**src/rtl/baud_pkg.sv**
```systemverilog
// Package: baud_pkg
// Shared helpers for the fractional baud tick generator:
//   clogb2()            bits needed to hold a value (minimum 1)
//   phase_width()       width of the oversample phase counter for a given oversampling
//   default_div_int()   integer divisor loaded at reset
//   default_div_frac()  fractional divisor loaded at reset (NB_FRAC bits of fraction)
package baud_pkg;

  function automatic int clogb2(input longint unsigned value);
    int w;
    w = 1;
    while ((longint'(1) << w) <= value) w++;
    return w;
  endfunction

  function automatic int phase_width(input int unsigned ovs);
    return clogb2(longint'(ovs) - 1);
  endfunction

  function automatic longint unsigned default_div_int(input longint unsigned clk_freq,
                                                      input longint unsigned baud,
                                                      input longint unsigned ovs);
    return clk_freq / (baud * ovs);
  endfunction

  function automatic longint unsigned default_div_frac(input longint unsigned clk_freq,
                                                       input longint unsigned baud,
                                                       input longint unsigned ovs,
                                                       input int unsigned nb_frac);
    return ((clk_freq << nb_frac) / (baud * ovs)) % (longint'(1) << nb_frac);
  endfunction

endpackage

```
**src/rtl/baud_frac_acc.sv**
```systemverilog
// Module: baud_frac_acc
// Fractional-divisor accumulator. Each tick adds the active fraction to the
// accumulator; the overflow (carry) lengthens the following tick period by one cycle.
// Ports:
//   clk      clock
//   i_rst_n  asynchronous active-low reset
//   i_clear  synchronous clear of accumulator and carry (restart)
//   i_step   accumulate i_frac this cycle (tick boundary)
//   i_frac   active fractional divisor
//   o_carry  extra cycle for the current period
module baud_frac_acc #(
  parameter int NB_FRAC = 4
) (
  input  logic               clk,
  input  logic               i_rst_n,
  input  logic               i_clear,
  input  logic               i_step,
  input  logic [NB_FRAC-1:0] i_frac,
  output logic               o_carry
);

  logic [NB_FRAC-1:0] r_acc;
  logic               r_carry;

  always_ff @(posedge clk or negedge i_rst_n) begin
    if (!i_rst_n) begin
      r_acc   <= '0;
      r_carry <= 1'b0;
    end else if (i_clear) begin
      r_acc   <= '0;
      r_carry <= 1'b0;
    end else if (i_step) begin
      {r_carry, r_acc} <= {1'b0, r_acc} + {1'b0, i_frac};
    end
  end

  assign o_carry = r_carry;

endmodule

```
**src/rtl/baud_tick_gen_frac.sv**
```systemverilog
// Module: baud_tick_gen_frac
// Oversampling tick generator for UART TX/RX. Divides clk by a runtime-programmable
// fixed-point divisor (integer + fraction) so the average baud rate is exact, and
// produces the oversample tick, bit-boundary tick, mid-bit tick and phase.
// Build option: define BAUD_TICK_FRAC_EN to include the fractional accumulator;
// without it the period is always the integer divisor and i_div_frac is ignored.
// Ports:
//   clk, i_rst_n        clock, asynchronous active-low reset
//   i_enable            1 = count, 0 = freeze counters (no ticks)
//   i_restart           synchronous restart of counter, accumulator and phase
//   i_div_int/_frac     new divisor, offered with i_div_valid / o_div_ready
//   o_div_err           1-cycle pulse when an offered divisor is rejected (int < 2)
//   o_tick              oversample tick
//   o_bit_tick          tick on which phase wraps to 0
//   o_mid_tick          tick on which phase reaches OVERSAMPLING/2
//   o_phase             ticks since the last bit boundary
module baud_tick_gen_frac
  import baud_pkg::*;
#(
  parameter int unsigned CLK_FREQ     = 50_000_000,
  parameter int unsigned DEFAULT_BAUD = 19200,
  parameter int unsigned OVERSAMPLING = 16,
  parameter int          NB_INT       = 16,
  parameter int          NB_FRAC      = 4
) (
  input  logic                                  clk,
  input  logic                                  i_rst_n,
  input  logic                                  i_enable,
  input  logic                                  i_restart,
  input  logic [NB_INT-1:0]                     i_div_int,
  input  logic [NB_FRAC-1:0]                    i_div_frac,
  input  logic                                  i_div_valid,
  output logic                                  o_div_ready,
  output logic                                  o_div_err,
  output logic                                  o_tick,
  output logic                                  o_bit_tick,
  output logic                                  o_mid_tick,
  output logic [phase_width(OVERSAMPLING)-1:0]  o_phase
);

  localparam int PHASE_W = phase_width(OVERSAMPLING);
  localparam logic [NB_INT-1:0] RST_DIV_INT =
    NB_INT'(default_div_int(CLK_FREQ, DEFAULT_BAUD, OVERSAMPLING));

  logic [NB_INT-1:0]  r_cnt;
  logic [NB_INT-1:0]  r_div_int;
  logic [NB_INT-1:0]  r_pend_int;
  logic               r_pending;
  logic [PHASE_W-1:0] r_phase;
  logic               r_tick;
  logic               r_bit_tick;
  logic               r_mid_tick;
  logic               r_div_err;

  logic               w_carry;
  logic [NB_INT:0]    w_period_m1;
  logic               w_terminal;
  logic               w_step;
  logic               w_offer;
  logic               w_capture;
  logic               w_reject;
  logic               w_apply;
  logic [PHASE_W-1:0] w_phase_nxt;

  // Period is div_int + carry. The >= compare keeps a freshly shortened divisor
  // from letting the counter run past its new terminal count.
  assign w_period_m1 = {1'b0, r_div_int} + {{NB_INT{1'b0}}, w_carry} - (NB_INT + 1)'(1);
  assign w_terminal  = ({1'b0, r_cnt} >= w_period_m1);
  assign w_step      = ~i_restart & i_enable & w_terminal;

  assign w_offer   = i_div_valid & ~r_pending;
  assign w_capture = w_offer & (i_div_int >= NB_INT'(2));
  assign w_reject  = w_offer & (i_div_int <  NB_INT'(2));
  // A pending divisor waits for the tick boundary, unless the counter is frozen
  // or being restarted, in which case there is no period to protect.
  assign w_apply   = r_pending & (i_restart | ~i_enable | w_terminal);

  assign w_phase_nxt = (r_phase == PHASE_W'(OVERSAMPLING - 1)) ? '0 : r_phase + PHASE_W'(1);

  always_ff @(posedge clk or negedge i_rst_n) begin
    if (!i_rst_n) begin
      r_cnt      <= '0;
      r_div_int  <= RST_DIV_INT;
      r_pend_int <= '0;
      r_pending  <= 1'b0;
      r_phase    <= '0;
      r_tick     <= 1'b0;
      r_bit_tick <= 1'b0;
      r_mid_tick <= 1'b0;
      r_div_err  <= 1'b0;
    end else begin
      r_tick     <= 1'b0;
      r_bit_tick <= 1'b0;
      r_mid_tick <= 1'b0;
      r_div_err  <= w_reject;

      if (w_capture) begin
        r_pend_int <= i_div_int;
        r_pending  <= 1'b1;
      end else if (w_apply) begin
        r_div_int <= r_pend_int;
        r_pending <= 1'b0;
      end

      if (i_restart) begin
        r_cnt   <= '0;
        r_phase <= '0;
      end else if (i_enable) begin
        if (w_terminal) begin
          r_cnt      <= '0;
          r_tick     <= 1'b1;
          r_phase    <= w_phase_nxt;
          r_bit_tick <= (w_phase_nxt == '0);
          r_mid_tick <= (w_phase_nxt == PHASE_W'(OVERSAMPLING / 2));
        end else begin
          r_cnt <= r_cnt + NB_INT'(1);
        end
      end
    end
  end

`ifdef BAUD_TICK_FRAC_EN
  localparam logic [NB_FRAC-1:0] RST_DIV_FRAC =
    NB_FRAC'(default_div_frac(CLK_FREQ, DEFAULT_BAUD, OVERSAMPLING, NB_FRAC));

  logic [NB_FRAC-1:0] r_div_frac;
  logic [NB_FRAC-1:0] r_pend_frac;

  always_ff @(posedge clk or negedge i_rst_n) begin
    if (!i_rst_n) begin
      r_div_frac  <= RST_DIV_FRAC;
      r_pend_frac <= '0;
    end else begin
      if (w_capture) r_pend_frac <= i_div_frac;
      else if (w_apply) r_div_frac <= r_pend_frac;
    end
  end

  // The tick that closes a period steps with the fraction that was active for it.
  baud_frac_acc #(
    .NB_FRAC (NB_FRAC)
  ) u_frac_acc (
    .clk     (clk),
    .i_rst_n (i_rst_n),
    .i_clear (i_restart),
    .i_step  (w_step),
    .i_frac  (r_div_frac),
    .o_carry (w_carry)
  );
`else
  logic w_unused_frac;
  assign w_unused_frac = ^{i_div_frac, w_step};
  assign w_carry       = 1'b0;
`endif

  assign o_div_ready = ~r_pending;
  assign o_div_err   = r_div_err;
  assign o_tick      = r_tick;
  assign o_bit_tick  = r_bit_tick;
  assign o_mid_tick  = r_mid_tick;
  assign o_phase     = r_phase;

endmodule

```
**config.mk**
```make
export PLATFORM = sky130hd
export DESIGN_NAME = baud_tick_gen_frac
export DESIGN_NICKNAME = d
export VERILOG_FILES = /design/src/rtl/baud_pkg.sv /design/src/rtl/baud_frac_acc.sv /design/src/rtl/baud_tick_gen_frac.sv
export SDC_FILE = /design/constraint.sdc
export NUM_CORES = 1
export LEC_CHECK = 0
export ABC_AREA = 1
export CAP_MARGIN = 10
export CORE_MARGIN = 10
export CORE_UTILIZATION = 25
export CTS_BUF_LIST = sky130_fd_sc_hd__clkbuf_8
export CTS_CLUSTER_SIZE = 12
export DETAILED_ROUTE_END_ITERATION = 6
export PLACE_DENSITY_LB_ADDON = 0.2
export SLEW_MARGIN = 20
export SYNTH_ARGS = -nofsm -noshare
export SYNTH_HDL_FRONTEND = slang
export SYNTH_SLANG_ARGS = --single-unit
```
**constraint.sdc**
```tcl
create_clock -name clk -period 3.45 [get_ports clk]
set_clock_uncertainty 0.1 [all_clocks]
set_input_delay 0.345 -clock clk [delete_from_list [all_inputs] [get_ports clk]]
set_output_delay 0.345 -clock clk [all_outputs]
set_load 0.005 [all_outputs]
```
==> summary.md <==
| Metric | Value |
|---|---|
| Status | completed |
| Layout cell share with drive strength beyond 1 | under 10% |
| Die Width | roughly 140 um |
| Cells along the critical path | inv_1 > ha_1 > nand2_2 > nor2_4 > nand3_1 > nor3_2 > a22oi_1 > ha_1 > nand2_1 > nor3_4 > nand4_1 > nor2_1 > nor2_4 > nand2_1 > nand2_1 > nand3_1 > nand2_1 |
| CTS Buffer Depth | 2 |
| WP data required | between 3 and 4 ns |
| Post-Synthesis Cell Area | ~0.0034 mm2 |
| PortBufs | 29 |
| Most common cell after layout, fill and taps aside | nand2_1 |
| Die ar. | between 0.015 and 0.02 mm2 |
| Non-filler cells, final | roughly 660 |
| WHS Endpoint | r_div_int[0] |
| Final hold slack | ~0.38 ns |
| Worst Path Buf+Inv | 1 |
| Max-Cap Viols | 0 |
| Initial DRC Count | roughly 160 |
| Reg2reg end | o_phase[3] |
| Syn Nets | approximately 490 |
| GP Congestion | between 0.8 and 0.9 |
| Nets | around 530 |
| PD cells | slightly above 500 mW/mm2 |
| Hold depth | 2 |
| Worst slew pin tran | 0.549 ns |
| Max Used Layer | met4 |
| Worst Path Arrival | between 3 and 4 ns |
| Critical Path Start Type | flop |
| Final setup vio count | 0 |
| Number of routed nets with antenna violations | 0 |
| H-tree depth | 3 |
| Pleak | 2.03 nW |
| Pin count of the biggest net entering global routing | 36 |
| Initial core utilization | 25.7% |
| Post-DP Area | around 0.0040 mm2 |
| Vias per cell | between 4 and 5 |
| Syn Inst Count | roughly 440 |
| Residual DRC | 0 |
| Met1 Routed Length | just under 4000 um |
| Ys async rst share | 100% |
| CP max stage delay | about 0.38 ns |
| Final Max Tran Viols | 0 |
| Synth Area per Inst | 7.75 um2 |
| Vias in the first global route | roughly 2900 |
| FF-to-FF path depth | 17 |
| Commonest non-fill, non-tap cells in the layout | 126 x nand2_1, 55 x inv_1, 54 x dfrtp_1 |
| Worst path most repeated cell | nand2_1 |
| Dpl hpwl | about 6200 um |
| Period utilization | around nine tenths |
| Top delay family on crit path | simple AND/OR/NAND/NOR gates |
| ANT cells | 0 |
| Worst relative slew slack | a little under two thirds |
| Routed wire length | ~8000 um |
| Routed vias | 2863 |
| Clk sinks | 57 |
| FMAX | between 300 and 400 MHz |
| Synth unique cells | 32 |
| Final hold vios | 0 |
| TNS Setup | 0 ns |
| Clk slew on worst S/H paths | about 0.060 ns |
| Reg2Reg Launch Point | r_div_int[0] |
| Core region area | ~0.013 mm2 |
| Peak supply drop | approximately 0.00026 V |
| Flop and latch count out of synthesis | between 50 and 60 |
| Area delta synth->final | 22.1% |
| TritonCTS clock tree | done |
| Critical Path Fanout Max | 6 |
| Clk Latency, worst-skew pair | between 0.3 and 0.4 ns |
| Pwr Total | between 2 and 2.5 mW |
| 1st-pass router iterations | 5 |
| Met3 WL post-DR | about 330 um |
| Min Tclk post-route | approximately 3.2 ns |
| Io pins | 34 |
| Worst reg-to-reg setup slack | approximately 0.29 ns |
| CP endpoint kind | flop |
| Number of synthesized flops with an enable pin | 0 |
| First-pass GRT wire length | between 10000 and 15000 um |
| Ys flop type | dfrtp_1 |
| Crit path kind | flop to flop |
| Number of CTS-inserted buffers | 9 |
| Seq/Total Area, Yosys | a little over two fifths |
| Syn. warnings | 0 |
| Met2 routed WL | 3610 um |
| Worst Hold Launch | r_div_int[0] |
| Unrepaired setup endpoints after global routing | no |
| HP Class | flop to flop |
| Core Rows | 42 |
| Total GRT Usage | 8.98% |
| Final instance area | 0.00418 mm2 |
| Routed WL per cell | approximately 12 um |
| Clk root buf | clkbuf_8 |
| Die Ht | roughly 140 um |
| Initial antenna violation count | 0 |
| Inst Count DP | roughly 650 |
| GRT Residual Overflow | 0 |
| Critical-path top delay cell | dfrtp_1 |
-- tightest hold or removal path, stage by stage, from the launching register on --
cell and delay, ns:
dfrtp_1 0.35, nand2_1 0.06, nand2_1 0.04
-- per-layer routing --
metal / global-route usage [%] / vias up
met5: 0 / -
met4: 3.28 / 0
met3: 2.90 / 11
met2: 14.1 / 48
met1: 11.2 / 1286
li1: - / 1518
-- where the power goes --
group	switching [mW]	internal [mW]	leakage, nW
sequential	0.0897	0.769	0.739
combinational	0.385	0.248	1.19
clock	0.278	0.347	0.0995
-- final cells by class --
type                    instances  area (um2)
well taps                     176         220
inverters                      54         203
clock inverters                 6        58.8
flip-flops and latches         57        1430
clock buffers                  10         138
fillers                      1500        9170
multi-input cells             322        1760
repair buffers                 39         375
-- timing repair --
action                     CTS  global route
setup buffers                0             0
hold endpoints to repair    22             0
hold buffers                 1             0
resized for setup            0             4
setup endpoints to repair    0            35
-- worst max-delay path by stage --
stage	from	to	cells past startpoint
CTS	r_div_int[0]	o_phase[3]	17
finish	r_div_int[0]	o_phase[3]	17
detailed placement	r_div_int[0]	o_phase[1]	17
global placement	r_div_int[0]	r_cnt[6]	16
floorplan	r_div_int[0]	r_div_int[10]	18
global route	r_div_int[2]	o_phase[3]	17
-- cells in the mapped netlist (3+ instances only) --
| master | instances | area, um2 |
|---|---|---|
| o21ai_1 | 6 | 30.0 |
| inv_1 | 54 | 203 |
| nand3_1 | 43 | 215 |
| o21a_1 | 4 | 30.0 |
| nor2_1 | 33 | 124 |
| nor3_2 | 3 | 30.0 |
| buf_4 | 3 | 22.5 |
| nand4_1 | 10 | 62.6 |
| xor2_1 | 15 | 131 |
| nor4_1 | 4 | 25.0 |
| a21oi_1 | 4 | 20.0 |
| o21ai_0 | 20 | 100 |
| dfstp_2 | 3 | 78.8 |
| nor3_1 | 8 | 40.0 |
| clkbuf_1 | 4 | 15.0 |
| dfrtp_1 | 54 | 1350 |
| ha_1 | 20 | 250 |
| xnor2_1 | 6 | 52.6 |
| o22ai_1 | 7 | 43.8 |
| nand2_1 | 126 | 473 |
-- cell families (layout without fill, tap and decap cells) --
group	after synthesis	in the layout	synth area share [%]
compound gates	44	44	7.23
xor+xnor	21	21	5.37
fa+ha+maj	20	20	7.31
buf+inv	63	109	7.49
flops	57	57	41.8
simple gates	237	237	30.8
-- state kept, by name, summed over array words and instances (netlist names) --
signal / count
o_bit_tick: 1
o_div_err: 1
o_mid_tick: 1
o_phase: 4
o_tick: 1
r_cnt: 16
r_div_int: 16
r_pend_int: 16
r_pending: 1
-- metrics by stage --
step,worst slack (ns),util [%]
after global routing,0.0259,31.3
after CTS,0.0885,31.2
after detailed placement,0.113,29.6
after floorplan,0.511,-
after global placement,0.178,29.6
final,0.288,31.3
(Power assumes the default switching activity.)
